`src/rtl/psg_audio_pkg.sv`:
```
// Shared constants and sample type for the PSG audio output path.
package psg_audio_pkg;
  localparam int PSG_IN_W       = 22;
  localparam int DAC_W          = 16;
  localparam int I2S_FRAME_BITS = 32;

  typedef logic signed [DAC_W-1:0] dac_word_t;
endpackage

```
`src/rtl/psg_sample_sat.sv`:
```
// Combinational scaler: shifts the unsigned PSG sum down, clamps it to 16 bits
// and re-centres offset-binary into two's complement for the DAC.
module psg_sample_sat
  import psg_audio_pkg::*;
#(
  parameter int SHIFT = 4
) (
  input  logic [PSG_IN_W-1:0] si,
  output dac_word_t           w
);

  function automatic dac_word_t sat_flip(input logic [PSG_IN_W-1:0] x);
    logic [PSG_IN_W-1:0] s;
    logic [DAC_W-1:0]    u;
    s = x >> SHIFT;
    u = (s > PSG_IN_W'({DAC_W{1'b1}})) ? {DAC_W{1'b1}} : s[DAC_W-1:0];
    // Flipping the MSB turns the unsigned mid-scale into signed zero.
    return dac_word_t'(u ^ {1'b1, {(DAC_W-1){1'b0}}});
  endfunction

  assign w = sat_flip(si);

endmodule

```
`src/rtl/psg_i2s_transmitter.sv`:
```
// Mono I2S transmitter: captures a PSG sample on cnt==0 into a single holding
// buffer and sends it in both slots of the next frame, flagging over/underrun.
module psg_i2s_transmitter
  import psg_audio_pkg::*;
#(
  parameter int SHIFT    = 4,
  parameter int BCLK_DIV = 4
) (
  input  logic                clk_i,
  input  logic                rst_ni,
  input  logic [7:0]          cnt,
  input  logic [PSG_IN_W-1:0] si,
  output logic                bclk_o,
  output logic                lrck_o,
  output logic                sdata_o,
  output logic                underrun_o,
  output logic                overrun_o
);

  localparam int DIV_W = $clog2(BCLK_DIV);
  localparam int BIT_W = $clog2(I2S_FRAME_BITS);
  localparam int IDX_W = $clog2(DAC_W);
  localparam logic [DIV_W-1:0] DIV_LAST  = DIV_W'(BCLK_DIV - 1);
  localparam logic [BIT_W-1:0] LR_FIRST  = BIT_W'(DAC_W - 1);
  localparam logic [BIT_W-1:0] LR_LAST   = BIT_W'(I2S_FRAME_BITS - 2);
  localparam logic [IDX_W-1:0] MSB_IDX   = IDX_W'(DAC_W - 1);

  dac_word_t        word_p0;
  dac_word_t        hold_q;
  dac_word_t        last_q;
  dac_word_t        sh_q;
  dac_word_t        sh_nx;
  logic             valid_q;
  logic [DIV_W-1:0] div_q;
  logic [BIT_W-1:0] bit_q;
  logic [BIT_W-1:0] bit_nx;
  logic [IDX_W-1:0] bit_idx;
  logic             div_tc;
  logic             fall;
  logic             load;
  logic             cap;
  logic             lrck_nx;

  psg_sample_sat #(
    .SHIFT(SHIFT)
  ) u_sat (
    .si(si),
    .w (word_p0)
  );

  always_comb begin
    div_tc  = (div_q == DIV_LAST);
    fall    = div_tc & bclk_o;
    bit_nx  = bit_q + 1'b1;
    load    = fall && (bit_nx == '0);
    cap     = (cnt == 8'd0);
    sh_nx   = sh_q;
    if (load) begin
      sh_nx = valid_q ? hold_q : last_q;
    end
    // Both slots carry the same word, so the low nibble of b indexes it.
    bit_idx = MSB_IDX - bit_nx[IDX_W-1:0];
    lrck_nx = (bit_nx >= LR_FIRST) && (bit_nx <= LR_LAST);
  end

  // Stage boundary: registered I2S outputs, buffers and flags.
  always_ff @(posedge clk_i or negedge rst_ni) begin
    if (!rst_ni) begin
      div_q      <= '0;
      bit_q      <= '1;
      bclk_o     <= 1'b0;
      lrck_o     <= 1'b0;
      sdata_o    <= 1'b0;
      underrun_o <= 1'b0;
      overrun_o  <= 1'b0;
      hold_q     <= '0;
      last_q     <= '0;
      sh_q       <= '0;
      valid_q    <= 1'b0;
    end else begin
      underrun_o <= 1'b0;
      overrun_o  <= 1'b0;
      div_q      <= div_tc ? '0 : div_q + 1'b1;
      if (div_tc) begin
        bclk_o <= ~bclk_o;
      end
      if (fall) begin
        bit_q   <= bit_nx;
        sh_q    <= sh_nx;
        sdata_o <= sh_nx[bit_idx];
        lrck_o  <= lrck_nx;
      end
      if (load) begin
        if (valid_q) begin
          last_q  <= hold_q;
          valid_q <= 1'b0;
        end else begin
          underrun_o <= 1'b1;
        end
      end
      // A capture in the load cycle wins the valid flag and is not an overrun.
      if (cap) begin
        hold_q    <= word_p0;
        valid_q   <= 1'b1;
        overrun_o <= valid_q & ~load;
      end
    end
  end

endmodule

```
`config.mk`:
```
export PLATFORM = sky130hd
export DESIGN_NAME = psg_i2s_transmitter
export DESIGN_NICKNAME = d
export VERILOG_FILES = /design/src/rtl/psg_audio_pkg.sv /design/src/rtl/psg_sample_sat.sv /design/src/rtl/psg_i2s_transmitter.sv
export SDC_FILE = /design/constraint.sdc
export NUM_CORES = 1
export LEC_CHECK = 0
export ABC_AREA = 1
export CAP_MARGIN = 20
export CORE_MARGIN = 4
export CORE_UTILIZATION = 30
export CTS_BUF_LIST = sky130_fd_sc_hd__clkbuf_16
export CTS_CLUSTER_DIAMETER = 50
export DETAILED_ROUTE_END_ITERATION = 10
export PLACE_DENSITY = 0.53
export SLEW_MARGIN = 20
export SYNTH_ARGS = -nofsm -noshare
export SYNTH_HDL_FRONTEND = slang
export SYNTH_SLANG_ARGS = --single-unit
```
`constraint.sdc`:
```
create_clock -name clk_i -period 2.1 [get_ports clk_i]
set_clock_uncertainty 0.05 [all_clocks]
set_input_delay 0.21 -clock clk_i [delete_from_list [all_inputs] [get_ports clk_i]]
set_output_delay 0.21 -clock clk_i [all_outputs]
set_load 0.01 [all_outputs]
```
==> load_flow_metrics.sql, run 1 <==
INSERT INTO impl_metrics (metric_group, metric, value, unit) VALUES
('status', 'status', 'complete, no violations', ''),
('setup_path', 'worst_ep_required_time', '2.30', 'ns'),
('grt', 'gr-total-overflow', '0', ''),
('synth', 'synthesis.area_per_instance', '8.77', 'um2'),
('clocking', 'clock_tree_buf_depth', '2', ''),
('synth', 'synth_fa_ha_area_frac', '0.0174', ''),
('routing', 'route.detailed.vias_per_inst', '4.39', ''),
('setup_path', 'critical_path.reg2reg.startpoint', 'bit_q[0]$_DFFE_PN1P_', ''),
('clocking', 'worst_setup_hold_path_clk_slew', '0.06', 'ns'),
('routing', 'drt_drc_violations_left', '0', ''),
('placement', 'finalWeightedCongestion', '0.741', ''),
('placement', 'post-place-cells', '493', ''),
('timing', 'max_slew.worst_pin.slew', '0.534', 'ns'),
('placement', 'hpwlAfterDp', '4300', 'um'),
('setup_path', 'setup.worst_path.start_class', 'register', ''),
('die', 'num_rows', '35', ''),
('placement', 'numPortBuffers', '32', ''),
('synth', 'synth_top_cells_by_count', 'sky130_fd_sc_hd__nand2_1, sky130_fd_sc_hd__dfrtp_1, sky130_fd_sc_hd__o21ai_0', ''),
('clocking', 'cts.htree.levels', '3', ''),
('setup_path', 'worst-endpoint-arrival', '2.30', 'ns'),
('cells_and_area', 'share_of_layout_cells_above_drive_strength_1', '0.254', ''),
('setup_path', 'setup.reg_to_reg.worst_slack', '0.003', 'ns'),
('die', 'core_area', '9280', 'um2'),
('cells_and_area', 'n_antenna_cell', '0', ''),
('setup_path', 'critical_path_peak_fanout', '7', ''),
('setup_path', 'worst-r2r-cell-count', '12', ''),
('timing', 'period_share', '0.998', ''),
('setup_path', 'critical_path.reg2reg.endpoint', 'sdata_o$_DFFE_PN0P_', ''),
('cells_and_area', 'final_net_count', '425', ''),
('timing', 'rsz0062_at_grt', 'yes', ''),
('timing', 'final-setup-viol-count', '0', ''),
('grt', 'initial_antenna_violation_count', '0', ''),
('cells_and_area', 'layoutNonFillerInstCount', '523', ''),
('die', 'chipHeight', '106', 'um'),
('timing', 'slew_headroom', '0.644', ''),
('routing', 'detailedRoute.firstPassIterationCount', '4', ''),
('synth', 'synth_most_common_cell', 'sky130_fd_sc_hd__nand2_1', ''),
('clocking', 'cts_tree', 'built', ''),
('timing', 'finalHoldWorstSlack', '0.351', 'ns'),
('cells_and_area', 'postLayoutCoreUtil', '0.436', ''),
('die', 'boundaryPins', '37', ''),
('cells_and_area', 'flow.area_growth_from_synthesis', '41.2', '%'),
('clocking', 'root_buffer', 'sky130_fd_sc_hd__clkbuf_16', ''),
('setup_path', 'worstSetupPathType', 'reg -> reg', ''),
('clocking', 'cts_made_buffers', '9', ''),
('die', 'initial_utilization', '0.309', ''),
('routing', 'finalWirelength', '6600', 'um'),
('pwr', 'power_per_cell_area', '699', 'nW/um2'),
('synth', 'synth-async-reset-ratio', '1.00', ''),
('routing', 'drt_iter0_markers', '69', ''),
('grt', 'track_usage', '0.120', ''),
('grt', 'grt_max_degree', '35', ''),
('setup_path', 'cp-end-kind', 'register', ''),
('synth', 'synth_sequential_area_ratio', '0.534', ''),
('grt', 'first_global_vias', '2277', ''),
('synth', 'synth_top_family_by_area', 'simple AND/OR/NAND/NOR gates', ''),
('die', 'horizontal_die_dimension', '106', 'um'),
('die', 'dieArea', '11200', 'um2'),
('synth', 'muxShareOfSynthArea', '0', ''),
('synth', 'synth_top_area_share', '0.488', ''),
('synth', 'ys_dominant_reg_cell', 'sky130_fd_sc_hd__dfrtp_1', ''),
('flow_run', 'max_cap_viol_count', '0', ''),
('routing', 'wl_per_cell', '12.6', 'um'),
('timing', 'post_route_setup_tns', '0', 'ns'),
('cells_and_area', 'filler_cell_count', '953', ''),
('routing', 'detail-route-antenna-nets', '0', ''),
('synth', 'synth-edff-count', '0', ''),
('timing', 'clock.fmax', '477', 'MHz'),
('synth', 'synth_simple_gate_area_share', '0.270', ''),
('synth', 'synth_xor_xnor_area_share', '0.00305', ''),
('routing', 'dr_total_vias', '2298', '');
==> report_power, final <==
part | switching [mW] | internal (mW) | total, mW
Combinational | 0.0804 | 0.0749 | 0.155
Sequential | 0.0204 | 1.21 | 1.23
Clock | 0.531 | 0.912 | 1.44
==> stage by stage <==
step,power (mW),cell area (um2),setup WS (ns)
global placement,1.40,3440,-0.00624
CTS,2.86,3770,0.00720
global route,2.96,4050,-0.127
floorplan,1.31,2870,0.0749
detailed placement,1.40,3440,-0.0312
finish,2.83,4050,0.00317
==> worst max path at each step <==
| stage | end | from |
|---|---|---|
| after global placement | sdata_o$_DFFE_PN0P_ | bit_q[0]$_DFFE_PN1P_ |
| after detailed placement | sdata_o$_DFFE_PN0P_ | bit_q[0]$_DFFE_PN1P_ |
| after global routing | sdata_o$_DFFE_PN0P_ | bit_q[0]$_DFFE_PN1P_ |
| after CTS | sdata_o$_DFFE_PN0P_ | bit_q[0]$_DFFE_PN1P_ |
| final | sdata_o$_DFFE_PN0P_ | bit_q[0]$_DFFE_PN1P_ |
| after floorplan | sdata_o$_DFFE_PN0P_ | bit_q[0]$_DFFE_PN1P_ |
==> layer usage <==
layer  part of all wire  up-vias  track usage
met5                  0        -            0
met3              0.046        7       0.0410
met1               0.49     1054        0.162
li1                   -     1188            -
met4              0.012        0       0.0333
met2               0.45       49        0.183
==> what timing repair did <==
action | 4_1_cts | 5_1_grt
gates cloned | 0 | 3
endpoints found under the hold margin | 18 | 0
buffers inserted | 0 | 10
pin swaps | 1 | 22
gates resized for setup | 4 | 29
endpoints found under the setup margin | 1 | 2
hold buffers | 1 | 0
==> logic make-up (layout without fill, tap and decap cells) <==
logic type	count (synthesis)	in the layout
DFF	61	61
adders and majority gates	4	4
AOI/OAI and AO/OA	59	59
and+or+nand+nor	159	160
buffers and inverters	43	109
xor gates and xnor gates	1	1
==> layout by cell type, fill, tap and decap left out, types with 2 or more instances in the layout <==
| cell type | instances |
|---|---|
| sky130_fd_sc_hd__dfrtp_1 | 56 |
| sky130_fd_sc_hd__or4_1 | 2 |
| sky130_fd_sc_hd__nand2_4 | 7 |
| sky130_fd_sc_hd__buf_12 | 3 |
| sky130_fd_sc_hd__nor2_8 | 2 |
| sky130_fd_sc_hd__ha_1 | 3 |
| sky130_fd_sc_hd__nand3_1 | 10 |
| sky130_fd_sc_hd__clkdlybuf4s50_1 | 31 |
| sky130_fd_sc_hd__buf_4 | 25 |
| sky130_fd_sc_hd__nand3_4 | 4 |
| sky130_fd_sc_hd__inv_1 | 26 |
| sky130_fd_sc_hd__a21oi_2 | 3 |
| sky130_fd_sc_hd__nand4_1 | 2 |
| sky130_fd_sc_hd__nand3_2 | 20 |
| sky130_fd_sc_hd__dfstp_2 | 5 |
| sky130_fd_sc_hd__nor2_1 | 11 |
| sky130_fd_sc_hd__nand2_2 | 6 |
| sky130_fd_sc_hd__o21ai_0 | 52 |
| sky130_fd_sc_hd__clkinv_2 | 5 |
| sky130_fd_sc_hd__nand2_1 | 91 |
| sky130_fd_sc_hd__clkbuf_16 | 11 |
==> state kept, by name, indices dropped and copies added, names as in the netlist <==
| register | cells |
|---|---|
| hold_q | 16 |
| last_q | 16 |
| sh_q | 16 |
| bit_q | 5 |
| div_q | 2 |
| bclk_o | 1 |
| lrck_o | 1 |
| overrun_o | 1 |
| sdata_o | 1 |
| underrun_o | 1 |
| valid_q | 1 |
==> worst max-delay path, cell delays in order (launching register included) <==
cell,delay [ns]
sky130_fd_sc_hd__dfstp_2,0.58
sky130_fd_sc_hd__ha_4,0.17
sky130_fd_sc_hd__nand2_1,0.06
sky130_fd_sc_hd__nand2_2,0.09
sky130_fd_sc_hd__nand2_4,0.08
sky130_fd_sc_hd__nor2_8,0.20
sky130_fd_sc_hd__clkbuf_16,0.21
sky130_fd_sc_hd__nand3_4,0.09
sky130_fd_sc_hd__a21oi_2,0.14
sky130_fd_sc_hd__nor2_1,0.07
sky130_fd_sc_hd__nand2_1,0.09
sky130_fd_sc_hd__nand3_2,0.08
sky130_fd_sc_hd__a21oi_2,0.13
==> final cells by class <==
type	instances	area [um2]	share of cell area
Clock buffer	9	225	0.0556
Clock inverter	7	66.3	0.0164
Inverter	29	111	0.0275
Multi-Input combinational cell	224	1320	0.326
Sequential cell	61	1530	0.378
Tap cell	129	161	0.0399
Timing Repair Buffer	64	634	0.157
(Power assumes the default switching activity.)
==> inputs of run 2 (changes only) <==
--- a/config.mk
+++ b/config.mk
@@ -8,11 +8,11 @@
 export ABC_AREA = 1
 export CAP_MARGIN = 20
 export CORE_MARGIN = 4
-export CORE_UTILIZATION = 30
+export CORE_UTILIZATION = 55
 export CTS_BUF_LIST = sky130_fd_sc_hd__clkbuf_16
 export CTS_CLUSTER_DIAMETER = 50
 export DETAILED_ROUTE_END_ITERATION = 10
-export PLACE_DENSITY = 0.53
+export PLACE_DENSITY = 0.82
 export SLEW_MARGIN = 20
 export SYNTH_ARGS = -nofsm -noshare
 export SYNTH_HDL_FRONTEND = slang
==> constraint.sdc (replaced) <==
create_clock -name clk_i -period 2.57 [get_ports clk_i]
set_clock_uncertainty 0.05 [all_clocks]
set_input_delay 0.257 -clock clk_i [delete_from_list [all_inputs] [get_ports clk_i]]
set_output_delay 0.257 -clock clk_i [all_outputs]
set_load 0.01 [all_outputs]
==> run 2 against run 1 <==
  * Combinational power fell by 24%
  * First-iteration DRC count increased by 84%
  * Sequential cell count did not move
  * Global-route usage grew 7.4 points
  * Final area decreased by 12%
  * Critical endpoint unchanged
==> load_flow_metrics.sql, run 2 (synthesized netlist as in run 1, its figures left out) <==
INSERT INTO impl_metrics (metric_group, metric, value, unit) VALUES
('timing', 'report.final.slew_viol_count', '0', ''),
('pwr', 'power.switching_fraction', '0.198', ''),
('clocking', 'cts.htree.levels', '3', ''),
('timing', 'post_route_setup_tns', '0', 'ns'),
('setup_path', 'critical_path.reg2reg.endpoint', 'sdata_o$_DFFE_PN0P_', ''),
('routing', 'drt_drc_violations_left', '0', ''),
('cells_and_area', 'flow.area_growth_from_synthesis', '24.5', '%'),
('die', 'num_rows', '26', ''),
('setup_path', 'critical_path_peak_fanout', '18', ''),
('status', 'status', 'complete, no violations', ''),
('pwr', 'power_switching', '465', 'uW'),
('clocking', 'cts_made_buffers', '9', ''),
('placement', 'hpwlAfterDp', '3890', 'um'),
('grt', 'track_usage', '0.194', ''),
('clocking', 'cts_num_sinks', '61', ''),
('routing', 'detailedRoute.firstPassIterationCount', '5', ''),
('die', 'core_area', '5070', 'um2'),
('die', 'chipHeight', '80.2', 'um'),
('clocking', 'postCtsSetupRepairBufs', '0', ''),
('timing', 'final-setup-viol-count', '0', ''),
('timing', 'rsz0062_at_grt', 'no', ''),
('die', 'horizontal_die_dimension', '80.2', 'um'),
('routing', 'detail-route-antenna-nets', '0', ''),
('routing', 'dr_wl_met3', '271', 'um'),
('setup_path', 'critical_path.reg2reg.startpoint', 'bit_q[1]$_DFFE_PN1P_', ''),
('pwr', 'power_per_cell_area', '658', 'nW/um2'),
('flow_run', 'max_cap_viol_count', '0', ''),
('cells_and_area', 'leading_cell_types_in_the_layout_fill_and_taps_excluded', 'sky130_fd_sc_hd__nand2_1, sky130_fd_sc_hd__dfrtp_1, sky130_fd_sc_hd__o21ai_0', ''),
('cells_and_area', 'final_net_count', '402', ''),
('cells_and_area', 'share_of_layout_cells_above_drive_strength_1', '0.135', ''),
('routing', 'drt-met1-wl', '2520', 'um'),
('setup_path', 'worst-endpoint-arrival', '2.46', 'ns'),
('timing', 'clock.fmax', '442', 'MHz'),
('cells_and_area', 'n_antenna_cell', '0', ''),
('placement', 'finalWeightedCongestion', '0.845', ''),
('pwr', 'share_of_power_burned_in_registers', '0.429', ''),
('die', 'dieArea', '6440', 'um2'),
('grt', 'wire_length_of_the_first_global_routing_pass', '9660', 'um'),
('placement', 'detailed_place.area', '3260', 'um2'),
('timing', 'max_slew.worst_pin.slew', '0.908', 'ns'),
('cells_and_area', 'layout_commonest_cell', 'sky130_fd_sc_hd__nand2_1', ''),
('die', 'initial_utilization', '0.565', ''),
('pwr', 'peak_supply_drop', '0.549', 'mV'),
('grt', 'first_global_vias', '2192', ''),
('pwr', 'power.share.clock', '0.520', ''),
('routing', 'top_layer', 'met4', ''),
('routing', 'dr_total_vias', '2254', ''),
('placement', 'numPortBuffers', '32', ''),
('grt', 'gr-total-overflow', '0', ''),
('routing', 'route.detailed.vias_per_inst', '5.11', ''),
('clocking', 'root_buffer', 'sky130_fd_sc_hd__clkbuf_16', ''),
('setup_path', 'worstSetupPathType', 'reg -> reg', ''),
('clocking', 'cts_tree', 'built', ''),
('routing', 'wl_per_cell', '12.4', 'um'),
('routing', 'finalWirelength', '5450', 'um'),
('worst_hold_path', 'min_path_type', 'in -> async', ''),
('timing', 'finalHoldWorstSlack', '0.0206', 'ns'),
('routing', 'met2_wirelength', '2570', 'um'),
('cells_and_area', 'reg.largest.list', 'hold_q: 16 flops, last_q: 16 flops, sh_q: 16 flops', ''),
('grt', 'grt_max_degree', '42', ''),
('timing', 'slew_headroom', '0.395', ''),
('pwr', 'internal_power_consumption', '1.89', 'mW'),
('clocking', 'clock_tree_buf_depth', '2', ''),
('routing', 'drt_iter0_markers', '127', ''),
('setup_path', 'setup.worst_path.start_class', 'register', ''),
('timing', 'period_share', '0.880', ''),
('clocking', 'ctsResizeCount', '0', ''),
('placement', 'post-place-ws', '0.311', 'ns'),
('clocking', 'clk_latency', '0.32', 'ns'),
('setup_path', 'cp-end-kind', 'register', ''),
('clocking', 'worst_setup_hold_path_clk_slew', '0.05', 'ns'),
('cells_and_area', 'postLayoutCoreUtil', '0.704', ''),
('clocking', 'holdBufCountCts', '0', ''),
('setup_path', 'worst_ep_required_time', '2.77', 'ns'),
('timing', 'setup_slack', '0.308', 'ns'),
('setup_path', 'worst-r2r-cell-count', '13', ''),
('setup_path', 'setup.reg_to_reg.worst_slack', '0.31', 'ns'),
('pwr', 'total_leakage_power', '1.80', 'nW'),
('timing', 'finalCriticalPeriod', '2.26', 'ns'),
('timing', 'hold_violations', '0', ''),
('grt', 'initial_antenna_violation_count', '0', ''),
('cells_and_area', 'design_area', '3570', 'um2'),
('cells_and_area', 'filler_cell_count', '413', ''),
('pwr', 'power.combinational.fraction', '0.050', ''),
('die', 'boundaryPins', '37', '');
run 2: cell types whose count changed in the layout (fill, tap and decap cells not counted), sizes merged:
cell,previous run,this run
buf,30,11
bufinv,1,2
clkbuf,11,9
clkinv,7,5
clkinvlp,0,1
dlygate4sd3,1,0
nand2,105,104
run 2: how the worst max path moves through the flow:
stage | from | endpoint | depth (start not counted)
3_5_place_dp | bit_q[1]$_DFFE_PN1P_ | sdata_o$_DFFE_PN0P_ | 13
5_1_grt | bit_q[1]$_DFFE_PN1P_ | sdata_o$_DFFE_PN0P_ | 12
3_3_place_gp | bit_q[1]$_DFFE_PN1P_ | sdata_o$_DFFE_PN0P_ | 13
2_1_floorplan | bit_q[0]$_DFFE_PN1P_ | sdata_o$_DFFE_PN0P_ | 11
6_report | bit_q[1]$_DFFE_PN1P_ | sdata_o$_DFFE_PN0P_ | 13
4_1_cts | bit_q[1]$_DFFE_PN1P_ | sdata_o$_DFFE_PN0P_ | 12
run 2: worst max-delay path, stage by stage (launching register included):
cell and delay [ns]:
sky130_fd_sc_hd__dfstp_2 0.59, sky130_fd_sc_hd__ha_1 0.23, sky130_fd_sc_hd__nand3_1 0.08, sky130_fd_sc_hd__nand2_1 0.07
sky130_fd_sc_hd__nand2_2 0.12, sky130_fd_sc_hd__nor2_8 0.19, sky130_fd_sc_hd__nand2_4 0.17, sky130_fd_sc_hd__clkinv_2 0.20
sky130_fd_sc_hd__nand2_4 0.07, sky130_fd_sc_hd__nand3_2 0.07, sky130_fd_sc_hd__nand3_2 0.05, sky130_fd_sc_hd__nand2_1 0.08
sky130_fd_sc_hd__nand3_1 0.09, sky130_fd_sc_hd__a21oi_2 0.12
run 2: power by group through the flow:
stage | Clock [mW] | Combinational, mW | Sequential (mW)
after floorplan | 0 | 0.0495 | 1.02
after global placement | 0 | 0.116 | 1.02
after detailed placement | 0 | 0.119 | 1.02
after CTS | 1.24 | 0.120 | 1.01
after global routing | 1.29 | 0.136 | 1.01
final | 1.22 | 0.118 | 1.01
run 2: area by class of cell:
type	instances	area, um2	share of cell area
well taps	70	87.6	0.0245
flip-flops and latches	61	1530	0.429
multi-input cells	223	1140	0.320
inverters	29	111	0.0312
repair buffers	42	390	0.109
clock inverters	7	82.6	0.0231
clock buffers	9	225	0.0631
run 2: metrics by stage:
stage / power, mW / instances
2_1_floorplan: 1.07 / 327
5_1_grt: 2.43 / 441
6_report: 2.35 / 441
3_3_place_gp: 1.14 / 425
4_1_cts: 2.37 / 441
3_5_place_dp: 1.14 / 425
run 2: per-layer routing:
metal	vias up	global-route usage
li1	1146	-
met1	1044	0.252
met2	56	0.318
met3	8	0.0471
met4	0	0.0659
met5	-	0
==> inputs of run 3 (changes only) <==
--- a/config.mk
+++ b/config.mk
@@ -6,7 +6,6 @@
 export NUM_CORES = 1
 export LEC_CHECK = 0
 export ABC_AREA = 1
-export CAP_MARGIN = 20
 export CORE_MARGIN = 4
 export CORE_UTILIZATION = 55
 export CTS_BUF_LIST = sky130_fd_sc_hd__clkbuf_16
==> constraint.sdc (replaced) <==
create_clock -name clk_i -period 2.6 [get_ports clk_i]
set_clock_uncertainty 0.05 [all_clocks]
set_input_delay 0.26 -clock clk_i [delete_from_list [all_inputs] [get_ports clk_i]]
set_output_delay 0.26 -clock clk_i [all_outputs]
set_load 0.01 [all_outputs]
==> run 3 against run 2 <==
  * Global-route usage increased by 0.31 points
  * Power increased by 0.61%
  * Final area increased by 0.21%
  * Highest routed layer unchanged
  * Combinational power about the same
  * Utilization increased by 0.15 points
  * Sequential share of layout area decreased by 0.090 points
  * Fmax about the same
==> load_flow_metrics.sql, run 3 (synthesized netlist as in run 1, its figures left out) <==
INSERT INTO impl_metrics (metric_group, metric, value, unit) VALUES
('setup_path', 'worst-endpoint-arrival', '2.46', 'ns'),
('routing', 'finalWirelength', '5590', 'um'),
('die', 'chipHeight', '80.2', 'um'),
('routing', 'wl_per_cell', '12.7', 'um'),
('setup_path', 'worstSetupPathType', 'reg -> reg', ''),
('timing', 'clock.fmax', '442', 'MHz'),
('routing', 'dr_total_vias', '2260', ''),
('die', 'boundaryPins', '37', ''),
('placement', 'post-place-cells', '425', ''),
('setup_path', 'cpMaxStageDelayCell', 'sky130_fd_sc_hd__dfstp_2', ''),
('setup_path', 'critical_path.reg2reg.startpoint', 'bit_q[1]$_DFFE_PN1P_', ''),
('setup_path', 'cp-end-kind', 'register', ''),
('timing', 'slew_headroom', '0.407', ''),
('cells_and_area', 'reg.largest.list', 'hold_q: 16 flops, last_q: 16 flops, sh_q: 16 flops', ''),
('timing', 'report.final.slew_viol_count', '0', ''),
('clocking', 'cts_made_buffers', '9', ''),
('clocking', 'postCtsSetupRepairBufs', '0', ''),
('setup_path', 'critPathMostFrequentCell', 'sky130_fd_sc_hd__nand3_1', ''),
('placement', 'detailed_place.area', '3260', 'um2'),
('timing', 'final-setup-viol-count', '0', ''),
('die', 'dieArea', '6440', 'um2'),
('placement', 'finalWeightedCongestion', '0.820', ''),
('clocking', 'ctsResizeCount', '0', ''),
('clocking', 'root_buffer', 'sky130_fd_sc_hd__clkbuf_16', ''),
('grt', 'wire_length_of_the_first_global_routing_pass', '9620', 'um'),
('pwr', 'total_leakage_power', '1.80', 'nW'),
('cells_and_area', 'leading_cell_types_in_the_layout_fill_and_taps_excluded', 'sky130_fd_sc_hd__nand2_1, sky130_fd_sc_hd__dfrtp_1, sky130_fd_sc_hd__o21ai_0', ''),
('clocking', 'clock_tree_buf_depth', '2', ''),
('status', 'status', 'complete, no violations', ''),
('clocking', 'cts_tree', 'built', ''),
('cells_and_area', 'layout_commonest_cell', 'sky130_fd_sc_hd__nand2_1', ''),
('timing', 'period_share', '0.870', ''),
('cells_and_area', 'layoutNonFillerInstCount', '441', ''),
('die', 'num_rows', '26', ''),
('setup_path', 'cp.buffers_inverters', '1', ''),
('grt', 'grt_max_degree', '42', ''),
('setup_path', 'setup.reg_to_reg.worst_slack', '0.34', 'ns'),
('flow_run', 'max_cap_viol_count', '0', ''),
('setup_path', 'worst-r2r-cell-count', '12', ''),
('routing', 'route.detailed.vias_per_inst', '5.12', ''),
('routing', 'detailedRoute.firstPassIterationCount', '6', ''),
('cells_and_area', 'final_net_count', '402', ''),
('die', 'horizontal_die_dimension', '80.2', 'um'),
('routing', 'drt_iter0_markers', '133', ''),
('pwr', 'power_per_cell_area', '661', 'nW/um2'),
('grt', 'gr-total-overflow', '0', ''),
('worst_hold_path', 'min_path_type', 'in -> async', ''),
('grt', 'initial_antenna_violation_count', '0', ''),
('setup_path', 'setup.worst_path.start_class', 'register', ''),
('clocking', 'holdBufCountCts', '0', ''),
('setup_path', 'crit_family', 'simple AND/OR/NAND/NOR gates', ''),
('timing', 'post_route_setup_tns', '0', 'ns'),
('setup_path', 'critical_path_peak_fanout', '14', ''),
('timing', 'rsz0062_at_grt', 'no', ''),
('setup_path', 'critical_path_depth', '12', ''),
('cells_and_area', 'share_of_layout_cells_above_drive_strength_1', '0.146', ''),
('setup_path', 'worstPathCellList', 'ha_1 > nand2_1 > nand2_2 > nand2_4 > nor2_8 > buf_4 > nand3_1 > nand3_1 > nand3_1 > nand3_1 > nand3_1 > a21oi_2', ''),
('cells_and_area', 'n_antenna_cell', '0', ''),
('timing', 'hold_violations', '0', ''),
('timing', 'finalCriticalPeriod', '2.26', 'ns'),
('timing', 'finalHoldWorstSlack', '0.0117', 'ns'),
('die', 'core_area', '5070', 'um2'),
('clocking', 'cts.htree.levels', '3', ''),
('clocking', 'clk_latency', '0.32', 'ns'),
('routing', 'detail-route-antenna-nets', '0', ''),
('routing', 'drt_drc_violations_left', '0', ''),
('setup_path', 'slowest_delay', '0.59', 'ns'),
('cells_and_area', 'design_area', '3580', 'um2'),
('clocking', 'worst_setup_hold_path_clk_slew', '0.05', 'ns'),
('cells_and_area', 'filler_cell_count', '405', ''),
('placement', 'hpwlAfterDp', '3840', 'um'),
('grt', 'first_global_vias', '2171', ''),
('grt', 'track_usage', '0.197', ''),
('setup_path', 'critical_path.reg2reg.endpoint', 'sdata_o$_DFFE_PN0P_', ''),
('pwr', 'peak_supply_drop', '0.463', 'mV'),
('die', 'initial_utilization', '0.565', ''),
('setup_path', 'worst_ep_required_time', '2.80', 'ns'),
('timing', 'max_slew.worst_pin.slew', '0.890', 'ns'),
('cells_and_area', 'flow.area_growth_from_synthesis', '24.7', '%'),
('pwr', 'p_total', '2.37', 'mW'),
('clocking', 'cts_num_sinks', '61', ''),
('placement', 'numPortBuffers', '32', '');
-- run 3: cell count changes in the layout (fill, tap and decap cells not counted) --
cell	before	now
sky130_fd_sc_hd__clkinv_1	3	1
sky130_fd_sc_hd__clkinv_2	2	5
sky130_fd_sc_hd__clkinvlp_4	1	2
sky130_fd_sc_hd__inv_1	27	25
-- run 3: report_power, final --
part | switching [mW] | internal [mW] | leakage (nW) | total (mW)
Combinational | 0.0574 | 0.0595 | 0.828 | 0.117
Sequential | 0.0172 | 0.980 | 0.816 | 0.998
Clock | 0.419 | 0.832 | 0.151 | 1.25
Total | 0.493 | 1.87 | 1.80 | 2.37
-- run 3: worst max-delay path by stage --
stage	startpoint	slack, ns	to
floorplan	bit_q[0]$_DFFE_PN1P_	0.57	sdata_o$_DFFE_PN0P_
global placement	bit_q[1]$_DFFE_PN1P_	0.38	sdata_o$_DFFE_PN0P_
detailed placement	bit_q[1]$_DFFE_PN1P_	0.35	sdata_o$_DFFE_PN0P_
CTS	bit_q[1]$_DFFE_PN1P_	0.31	sdata_o$_DFFE_PN0P_
global route	bit_q[1]$_DFFE_PN1P_	0.14	sdata_o$_DFFE_PN0P_
finish	bit_q[1]$_DFFE_PN1P_	0.34	sdata_o$_DFFE_PN0P_
-- run 3: layer usage --
| layer | wire length, um | vias up | GRT usage | part of all wire |
|---|---|---|---|---|
| met5 | 0 | - | 0 | 0 |
| met4 | 112 | 0 | 0.0828 | 0.020 |
| met3 | 290 | 11 | 0.0605 | 0.052 |
| met2 | 2640 | 57 | 0.315 | 0.47 |
| met1 | 2540 | 1045 | 0.248 | 0.46 |
| li1 | - | 1147 | - | - |
-- run 3: area by class of cell --
| type | count | area [um2] | area share |
|---|---|---|---|
| Inverter | 29 | 111 | 0.0311 |
| Multi-Input combinational cell | 223 | 1140 | 0.319 |
| Clock inverter | 7 | 90.1 | 0.0252 |
| Clock buffer | 9 | 225 | 0.0629 |
| Tap cell | 70 | 87.6 | 0.0245 |
| Sequential cell | 61 | 1530 | 0.428 |
| Timing Repair Buffer | 42 | 390 | 0.109 |
-- run 3: through the flow --
| stage | setup slack, ns | util |
|---|---|---|
| floorplan | 0.575 | - |
| finish | 0.337 | 0.705 |
| CTS | 0.313 | 0.705 |
| detailed placement | 0.354 | 0.643 |
| global route | 0.136 | 0.705 |
| global placement | 0.381 | 0.643 |
